--- src/rtl/gate_sweep_unit_pkg.sv ---
// Shared constants for gate_sweep_unit: gate op codes, FSM encoding and
// the ones_count width helper.
package gate_sweep_unit_pkg;

   localparam logic [2:0] OP_AND  = 3'd0;
   localparam logic [2:0] OP_OR   = 3'd1;
   localparam logic [2:0] OP_XOR  = 3'd2;
   localparam logic [2:0] OP_NAND = 3'd3;
   localparam logic [2:0] OP_NOR  = 3'd4;
   localparam logic [2:0] OP_XNOR = 3'd5;

   typedef enum logic [1:0] {
      ST_IDLE  = 2'd0,
      ST_SWEEP = 2'd1,
      ST_DONE  = 2'd2
   } state_t;

   // A full sweep can see all 2^n patterns evaluate to 1, so one extra bit.
   function automatic int ones_width(input int n_in);
      return n_in + 1;
   endfunction

endpackage

--- src/rtl/gate_sweep_unit_gate_eval.sv ---
// Combinational N-input gate evaluator; reserved op codes yield 0.
module gate_eval
   import gate_sweep_unit_pkg::*;
#(
   parameter int N_IN = 2
) (
   input  logic [N_IN-1:0] operand,
   input  logic [2:0]      op,
   output logic            result
);

   always_comb begin
      result = 1'b0;
      case (op)
         OP_AND:  result = &operand;
         OP_OR:   result = |operand;
         OP_XOR:  result = ^operand;
         OP_NAND: result = ~&operand;
         OP_NOR:  result = ~|operand;
         OP_XNOR: result = ~^operand;
         default: result = 1'b0;
      endcase
   end

endmodule

--- src/rtl/gate_sweep_unit.sv ---
// Gate evaluator with a direct operand mode and an exhaustive truth-table
// sweep mode that holds each pattern for DWELL cycles and counts ones.
module gate_sweep_unit
   import gate_sweep_unit_pkg::*;
#(
   parameter int N_IN  = 2,
   parameter int DWELL = 4
) (
   input  logic                             clk,
   input  logic                             rst_n,
   input  logic [2:0]                       op_sel,
   input  logic [N_IN-1:0]                  in_vec,
   input  logic                             in_valid,
   input  logic                             start,
   output logic                             y,
   output logic                             out_valid,
   output logic [N_IN-1:0]                  pattern,
   output logic                             busy,
   output logic                             done,
   output logic [ones_width(N_IN)-1:0]      ones_count
);

   localparam int              CW         = ones_width(N_IN);
   localparam logic [N_IN-1:0] LAST_PAT   = {N_IN{1'b1}};
   localparam logic [7:0]      DWELL_LAST = 8'(DWELL - 1);

   state_t          state_reg, state_next;
   logic [2:0]      op_reg, op_next;
   logic [N_IN-1:0] pat_cnt_reg, pat_cnt_next;
   logic [7:0]      dwell_reg, dwell_next;
   logic            y_reg, y_next;
   logic            ov_reg, ov_next;
   logic [N_IN-1:0] pattern_reg, pattern_next;
   logic            busy_reg, busy_next;
   logic            done_reg, done_next;
   logic [CW-1:0]   ones_reg, ones_next;

   logic [N_IN-1:0] eval_operand;
   logic [2:0]      eval_op;
   logic            eval_result;

   // One evaluator serves both modes; the sweep feeds it the counter and latched op.
   assign eval_operand = (state_reg == ST_SWEEP) ? pat_cnt_reg : in_vec;
   assign eval_op      = (state_reg == ST_SWEEP) ? op_reg      : op_sel;

   gate_eval #(.N_IN(N_IN)) u_gate_eval (
      .operand (eval_operand),
      .op      (eval_op),
      .result  (eval_result)
   );

   always_ff @(posedge clk or negedge rst_n) begin
      if (!rst_n) begin
         state_reg   <= ST_IDLE;
         op_reg      <= '0;
         pat_cnt_reg <= '0;
         dwell_reg   <= '0;
         y_reg       <= 1'b0;
         ov_reg      <= 1'b0;
         pattern_reg <= '0;
         busy_reg    <= 1'b0;
         done_reg    <= 1'b0;
         ones_reg    <= '0;
      end else begin
         state_reg   <= state_next;
         op_reg      <= op_next;
         pat_cnt_reg <= pat_cnt_next;
         dwell_reg   <= dwell_next;
         y_reg       <= y_next;
         ov_reg      <= ov_next;
         pattern_reg <= pattern_next;
         busy_reg    <= busy_next;
         done_reg    <= done_next;
         ones_reg    <= ones_next;
      end
   end

   always_comb begin
      state_next   = state_reg;
      op_next      = op_reg;
      pat_cnt_next = pat_cnt_reg;
      dwell_next   = dwell_reg;
      y_next       = y_reg;
      ov_next      = 1'b0;
      pattern_next = pattern_reg;
      done_next    = 1'b0;
      ones_next    = ones_reg;
      case (state_reg)
         ST_IDLE: begin
            if (start) begin
               state_next   = ST_SWEEP;
               op_next      = op_sel;
               ones_next    = '0;
               pat_cnt_next = '0;
               dwell_next   = '0;
            end else if (in_valid) begin
               y_next       = eval_result;
               pattern_next = in_vec;
               ov_next      = 1'b1;
            end
         end
         ST_SWEEP: begin
            y_next       = eval_result;
            pattern_next = pat_cnt_reg;
            // First dwell cycle of a pattern: flag it and count it exactly once.
            if (dwell_reg == 8'd0) begin
               ov_next = 1'b1;
               if (eval_result) ones_next = ones_reg + CW'(1);
            end
            if (dwell_reg == DWELL_LAST) begin
               dwell_next = '0;
               if (pat_cnt_reg == LAST_PAT) begin
                  state_next = ST_DONE;
                  done_next  = 1'b1;
               end else begin
                  pat_cnt_next = pat_cnt_reg + N_IN'(1);
               end
            end else begin
               dwell_next = dwell_reg + 8'd1;
            end
         end
         ST_DONE:  state_next = ST_IDLE;
         default:  state_next = ST_IDLE;
      endcase
      busy_next = (state_next != ST_IDLE);
   end

   assign y          = y_reg;
   assign out_valid  = ov_reg;
   assign pattern    = pattern_reg;
   assign busy       = busy_reg;
   assign done       = done_reg;
   assign ones_count = ones_reg;

endmodule

--- config.mk ---
export PLATFORM = sky130hd
export DESIGN_NAME = gate_sweep_unit
export DESIGN_NICKNAME = d
export VERILOG_FILES = /design/src/rtl/gate_sweep_unit_pkg.sv /design/src/rtl/gate_sweep_unit_gate_eval.sv /design/src/rtl/gate_sweep_unit.sv
export SDC_FILE = /design/constraint.sdc
export NUM_CORES = 1
export LEC_CHECK = 0
export ABC_CLOCK_PERIOD_IN_PS = 2790
export BUFFER_PORTS_ARGS = -buffer_cell sky130_fd_sc_hd__buf_2
export CORE_AREA = 2 2 57 59
export DETAILED_ROUTE_END_ITERATION = 16
export DIE_AREA = 0 0 59 61
export PLACE_DENSITY = 0.65
export SYNTH_ARGS = -nofsm -noshare
export SYNTH_HDL_FRONTEND = slang
export SYNTH_HIERARCHICAL = 1
export SYNTH_SLANG_ARGS = --single-unit
--- constraint.sdc ---
create_clock -name clk -period 2.79 [get_ports clk]
set_clock_uncertainty 0.2 [all_clocks]
set_input_delay 0.837 -clock clk [delete_from_list [all_inputs] [get_ports clk]]
set_output_delay 0.837 -clock clk [all_outputs]
set_load 0.03 [all_outputs]
==> results of run 1 <==
==> worst reg2reg max path: cells and delay by family (launching register included) <==
| family | cells | cell delay [ns] |
|---|---|---|
| compound gates | 3 | 0.63 |
| fa+ha+maj | 1 | 0.20 |
| buf+inv | 2 | 0.24 |
| flops | 1 | 0.43 |
| mux | 1 | 0.27 |
| simple gates | 5 | 0.81 |
==> cell usage after synthesis, types with 5 or more instances <==
master | count | share of area (%)
a31oi_1 | 5 | 2.4
o21ai_0 | 6 | 2.3
a21oi_1 | 5 | 1.9
mux2_2 | 8 | 6.9
nand2_1 | 25 | 7.2
ha_1 | 6 | 5.7
inv_1 | 9 | 2.6
nor2_1 | 6 | 1.7
dfrtp_1 | 24 | 46
==> worst max-delay path by stage <==
| stage | start | end | slack [ns] | cells after the start |
|---|---|---|---|---|
| after global routing | state_reg[0] | ones_count[1] | -0.16 | 12 |
| after CTS | state_reg[0] | ones_count[0] | 0.005 | 11 |
| after global placement | in_vec[0] | ones_count[0] | -0.17 | 11 |
| final | state_reg[0] | ones_count[1] | -0.08 | 12 |
| after floorplan | in_vec[0] | ones_count[0] | -0.02 | 10 |
| after detailed placement | in_vec[0] | ones_count[0] | -0.31 | 11 |
==> power breakdown <==
group          internal [mW]  total [mW]  switching [mW]
registers              0.454       0.585           0.131
clock network         0.0505       0.152           0.101
logic                  0.273       0.576           0.303
total                  0.778        1.31           0.535
==> what timing repair did <==
item                                    4_1_cts  5_1_grt
resized for setup                             1       13
hold buffers                                  0        0
endpoints found under the setup margin        3        3
pin swaps                                     1        9
setup buffers                                 1        5
==> area by class of cell <==
| class | count | area [um2] | share of cell area (%) |
|---|---|---|---|
| multi-input combinational | 96 | 701.9 | 43.90 |
| sequential | 24 | 601.8 | 37.64 |
| timing repair buffer | 32 | 197.7 | 12.36 |
| tap | 33 | 41.29 | 2.582 |
| inverter | 9 | 33.78 | 2.113 |
| clock buffer | 3 | 22.52 | 1.408 |
==> logic make-up (layout without fill, tap and decap cells) <==
| logic type | after synthesis | count (layout) | share of synthesized area, % |
|---|---|---|---|
| AND/OR/NAND/NOR | 52 | 52 | 20.98 |
| multiplexers | 9 | 9 | 7.663 |
| adder cells (fa/ha/maj) | 6 | 6 | 5.747 |
| XOR/XNOR | 1 | 1 | 0.6706 |
| flip-flops | 24 | 24 | 45.98 |
| buffers and inverters | 14 | 44 | 4.884 |
| AO/OA/AOI/OAI | 28 | 28 | 14.08 |
==> layer usage <==
metal	track usage, %	up-vias	routed length [um]
li1	-	530	-
met1	22.77	514	1345
met2	28.89	24	1365
met3	4.051	8	102
met4	6.169	0	94
met5	0	-	0
==> cell usage in the layout, fill, tap and decap left out, types with 2 or more instances in the layout <==
cell / count
or4_1: 2
o21bai_1: 2
mux2_2: 8
and4_1: 3
inv_2: 2
buf_4: 15
or2b_1: 2
clkbuf_4: 3
o21ai_0: 6
nor2_1: 6
a31oi_1: 5
a22o_1: 3
inv_1: 7
buf_2: 17
o31ai_1: 2
nand2_2: 4
nand2_1: 21
nand3_1: 2
a21oi_1: 5
nor2b_1: 2
ha_1: 5
dfrtp_1: 23
nand4_1: 2
==> stage by stage <==
step                      worst slack, ns  instances
final                            -0.07793        197
after floorplan                  -0.01765        134
after detailed placement          -0.3065        188
after CTS                        0.005408        192
after global routing              -0.1586        197
after global placement            -0.1671        188
==> reports/qor.txt, run 1 <==
Total Routed Length: 2908 um
Core ar.: 2953 um2
# Max-Cap Violations: 0
fillers: 288
Vias: 1076
max reg flops: 8
fin crit period: 2.868 ns
Top Family by Delay on Critical Path: simple AND/OR/NAND/NOR gates
Die ar.: 3599 um2
Hold WC Path Type: input port to asynchronous set/reset pin
VDD IR max: 0.3153 mV
required time worst endpoint: 2.80 ns
worst r2r src: state_reg[0]
outcome: complete, but fails checks
R2R Setup Slk: -0.08 ns
First-pass DRT Iterations: 4
DRC: 0
Slew @ Worst Pin: 0.9424 ns
RSZ-0062 raised after global routing: yes
slowest CP cell: dfrtp_2
mapped cell area: 1306 um2
hpwl dp: 1969 um
GRT Total Usage: 17.55%
register bit total from synthesis: 24
fmax: 0.3487 GHz
main flop type after synthesis: dfrtp_1
Design Area, Final: 1599 um2
EDFF count, synth: 0
buffers and inverters on the worst path: 2
Leak: 0.7937 nW
clk_lat worst skew: 0.31 ns
CTS Buf Count: 3
Synth Instances: 134
largest net degree at the start of global routing: 25
clk root buf: clkbuf_4
routed len/inst: 14.76 um
Routed Antenna Nets: 0
Final Hold Vio Count: 0
# H-tree levels: 1
Placed Area: 1470 um2
Die W: 59 um
Clock Tree Buf Depth: 2
final worst setup slack: -0.07793 ns
Net Count, Synth: 149
die outline height: 61 um
CP Class: flop to flop
Seq/Total Area, Yosys: 45.98%
CTS tree: built
CP Data Arrival Time: 2.88 ns
Slew Limit Fails: 0
Setup violations, final: 2
Rel. slew slack: 36.88%
share of layout cells above drive strength 1: 34.15%
first-pass GRT wire length: 4712 um
Port Buffers: 17
Post-Syn Area per Cell: 9.748 um2
Worst R2R End: ones_count[1]
failing checks: negative setup slack
CP endpoint kind: flop
CTS sink cnt: 24
I/O pin cnt: 18
crit-path cells: nor2b_4 -> nand2_2 -> nand2_2 -> inv_2 -> ha_4 -> or2b_1 -> a211o_1 -> o311ai_4 -> nand4_1 -> buf_4 -> mux2_2 -> a22o_1
area grow syn2layout: 22.41%
asr flop ratio synth: 100.0%
Final Util: 54.15%
final setup TNS: -0.1031 ns
post-synth cell types: 33
Starting Density: 44.24%
gr ovfl total: 0
Design Power: 1.313 mW
Crit path top cell by count: nand2_2
initial antenna violation count: 0
Worst Setup Start Kind: flop
Vias/cell: 5.462
P per Cell Area: 820.9 nW/um2
vias in the first global route: 1060
yosys warns: 6
# nets final: 181
Antenna Cells: 0
CP max FO: 4
final hold slack: 0.2855 ns
DRT iter0 DRCs: 48
Row Count: 20
CP max stage delay: 0.43 ns
Reg2Reg Depth: 12
final worst-path cycle share: 102.8%
Clock transition at path regs: 0.13 ns
global placer's final weighted congestion: 0.9342
(Power assumes the default switching activity.)
==> run 2: changes to the inputs <==
Settings changed: CORE_AREA 2 2 57 59 to 2 2 45 68, DIE_AREA 0 0 59 61 to 0 0 47 70, PLACE_DENSITY 0.65 to 0.82.
==> run 2 against run 1 <==
  * The run now ends clean
  * Count of clock-buffer cells in the layout grew 1
  * Final cell count grew 2.5%
  * Combinational power grew 6.8%
  * Global-route usage grew 2.4 points
  * Sequential cell count is the same
  * Worst hold slack gained 0.036 ns
==> reports/qor.txt, run 2 (synthesis gave the netlist of run 1 again) <==
outcome: finished, final reports clean
Placed Cells: 191
Vias/cell: 5.559
RSZ-0062 raised after global routing: yes
final worst-path cycle share: 99.33%
# H-tree levels: 1
Slew Limit Fails: 0
GRT Total Usage: 19.95%
Final Hold Vio Count: 0
CP max FO: 4
Hold Path Origin: pattern[1]
Die W: 47 um
Total Routed Length: 3084 um
CP max stage delay: 0.35 ns
Clock transition at path regs: 0.08 ns
final setup TNS: 0 ns
required time worst endpoint: 2.74 ns
area grow syn2layout: 24.14%
DRC: 0
fmax: 0.3609 GHz
global placer's final weighted congestion: 0.7423
CP Class: input port to flop
Antenna Cells: 0
P per Cell Area: 886.0 nW/um2
Design Power: 1.437 mW
Reg2Reg Depth: 13
Row Count: 24
Design Area, Final: 1622 um2
VDD IR max: 0.3456 mV
gr ovfl total: 0
Setup violations, final: 0
Worst R2R End: ones_count[1]
Hold WC Path Type: flop to flop
Placed Area: 1455 um2
Crit path top cell by count: buf_4
Routed Antenna Nets: 0
largest net degree at the start of global routing: 25
I/O pin cnt: 18
First-pass DRT Iterations: 5
Leak: 0.7929 nW
Die ar.: 3290 um2
routed len/inst: 15.27 um
fillers: 238
crit-path cells: buf_2 -> nand2_2 -> nand2_2 -> buf_4 -> buf_4 -> buf_4 -> ha_2 -> nand2_1 -> o2111ai_1 -> o311ai_2 -> nand4_1 -> mux2_4 -> a22o_1
slowest CP cell: mux2_4
Hold EP: pattern[1]
CTS tree: built
worst r2r src: state_reg[1]
share of layout cells above drive strength 1: 35.58%
# Max-Cap Violations: 0
hold depth: 1
# nets final: 179
first-pass GRT wire length: 4857 um
Slew @ Worst Pin: 0.9572 ns
leading cell type in the layout, fill and taps excluded: dfrtp_1
CP Data Arrival Time: 2.72 ns
Clock Tree Buf Depth: 2
die outline height: 70 um
vias in the first global route: 1119
Rel. slew slack: 35.89%
Core ar.: 2763 um2
CTS Buf Count: 3
fin crit period: 2.771 ns
Worst Setup Start Kind: input port
Vias: 1123
Port Buffers: 17
Starting Density: 47.28%
buffers and inverters on the worst path: 4
leading cell types in the layout, fill and taps excluded: dfrtp_1, nand2_1, buf_2
max reg flops: 8
R2R Setup Slk: 0.06 ns
clk root buf: clkbuf_8
Non-Filler Instances: 202
Top Family by Delay on Critical Path: buffers and inverters
CP endpoint kind: flop
hpwl dp: 2128 um
CTS sink cnt: 24
DRT iter0 DRCs: 33
crit path launch: in_vec[1]
initial antenna violation count: 0
clk_lat worst skew: 0.26 ns
-- run 2: cell types whose count changed in the layout (fill, tap and decap cells not counted), moves of 2 or more --
cell	delta
buf_4	-2
clkbuf_4	-3
clkbuf_8	+4
nand2_1	-2
nand2_2	+2
-- run 2: where the power goes --
group	switching (mW)	total (mW)	internal, mW
clock	0.109	0.235	0.126
sequential	0.132	0.587	0.455
combinational	0.316	0.615	0.299
total	0.557	1.44	0.880
-- run 2: area by class of cell --
type                            instances  area [um2]  area share [%]
Inverter                                9       33.78           2.083
Sequential cell                        24       603.1           37.19
Clock buffer                            4       55.05           3.395
Timing Repair Buffer                   30       182.7           11.27
Tap cell                               39       48.80           3.009
Multi-Input combinational cell         96       698.2           43.06
-- run 2: worst reg2reg max path, stage by stage (launching register included) --
cell and delay [ns]:
dfrtp_2 0.45, nand2b_4 0.17, nand2_2 0.07, nand2_2 0.07, buf_4 0.13, buf_4 0.12
buf_4 0.13, ha_2 0.17, nand2_1 0.08, o2111ai_1 0.14, o311ai_2 0.11, nand4_1 0.25
mux2_4 0.35, a22o_1 0.19
-- run 2: timing repair --
item,in CTS,in global routing
pin swaps,6,7
buffers inserted,5,2
gates resized for setup,9,8
endpoints found under the setup margin,1,3
hold buffers,0,0
hold endpoints to repair,0,0
-- run 2: worst max-delay path by stage --
stage,endpoint,depth (start not counted)
2_1_floorplan,ones_count[0],10
3_3_place_gp,ones_count[1],11
3_5_place_dp,ones_count[1],11
4_1_cts,ones_count[1],11
5_1_grt,ones_count[1],11
6_report,ones_count[1],13
-- run 2: through the flow --
stage / utilization [%] / setup WS, ns / hold slack [ns]
2_1_floorplan: - / -0.01765 / 0.2806
3_3_place_gp: 52.67 / -0.2140 / 0.2887
3_5_place_dp: 52.67 / -0.2731 / 0.2996
4_1_cts: 57.25 / 0.01695 / 0.3184
5_1_grt: 58.70 / -0.03529 / 0.3437
6_report: 58.70 / 0.01881 / 0.3214
-- run 2: routing by layer --
layer	vias up	GRT usage, %	routed length (um)
li1	529	-	-
met1	562	22.95	1220
met2	28	35.62	1754
met3	4	2.326	73
met4	0	6.790	36
met5	-	0	0
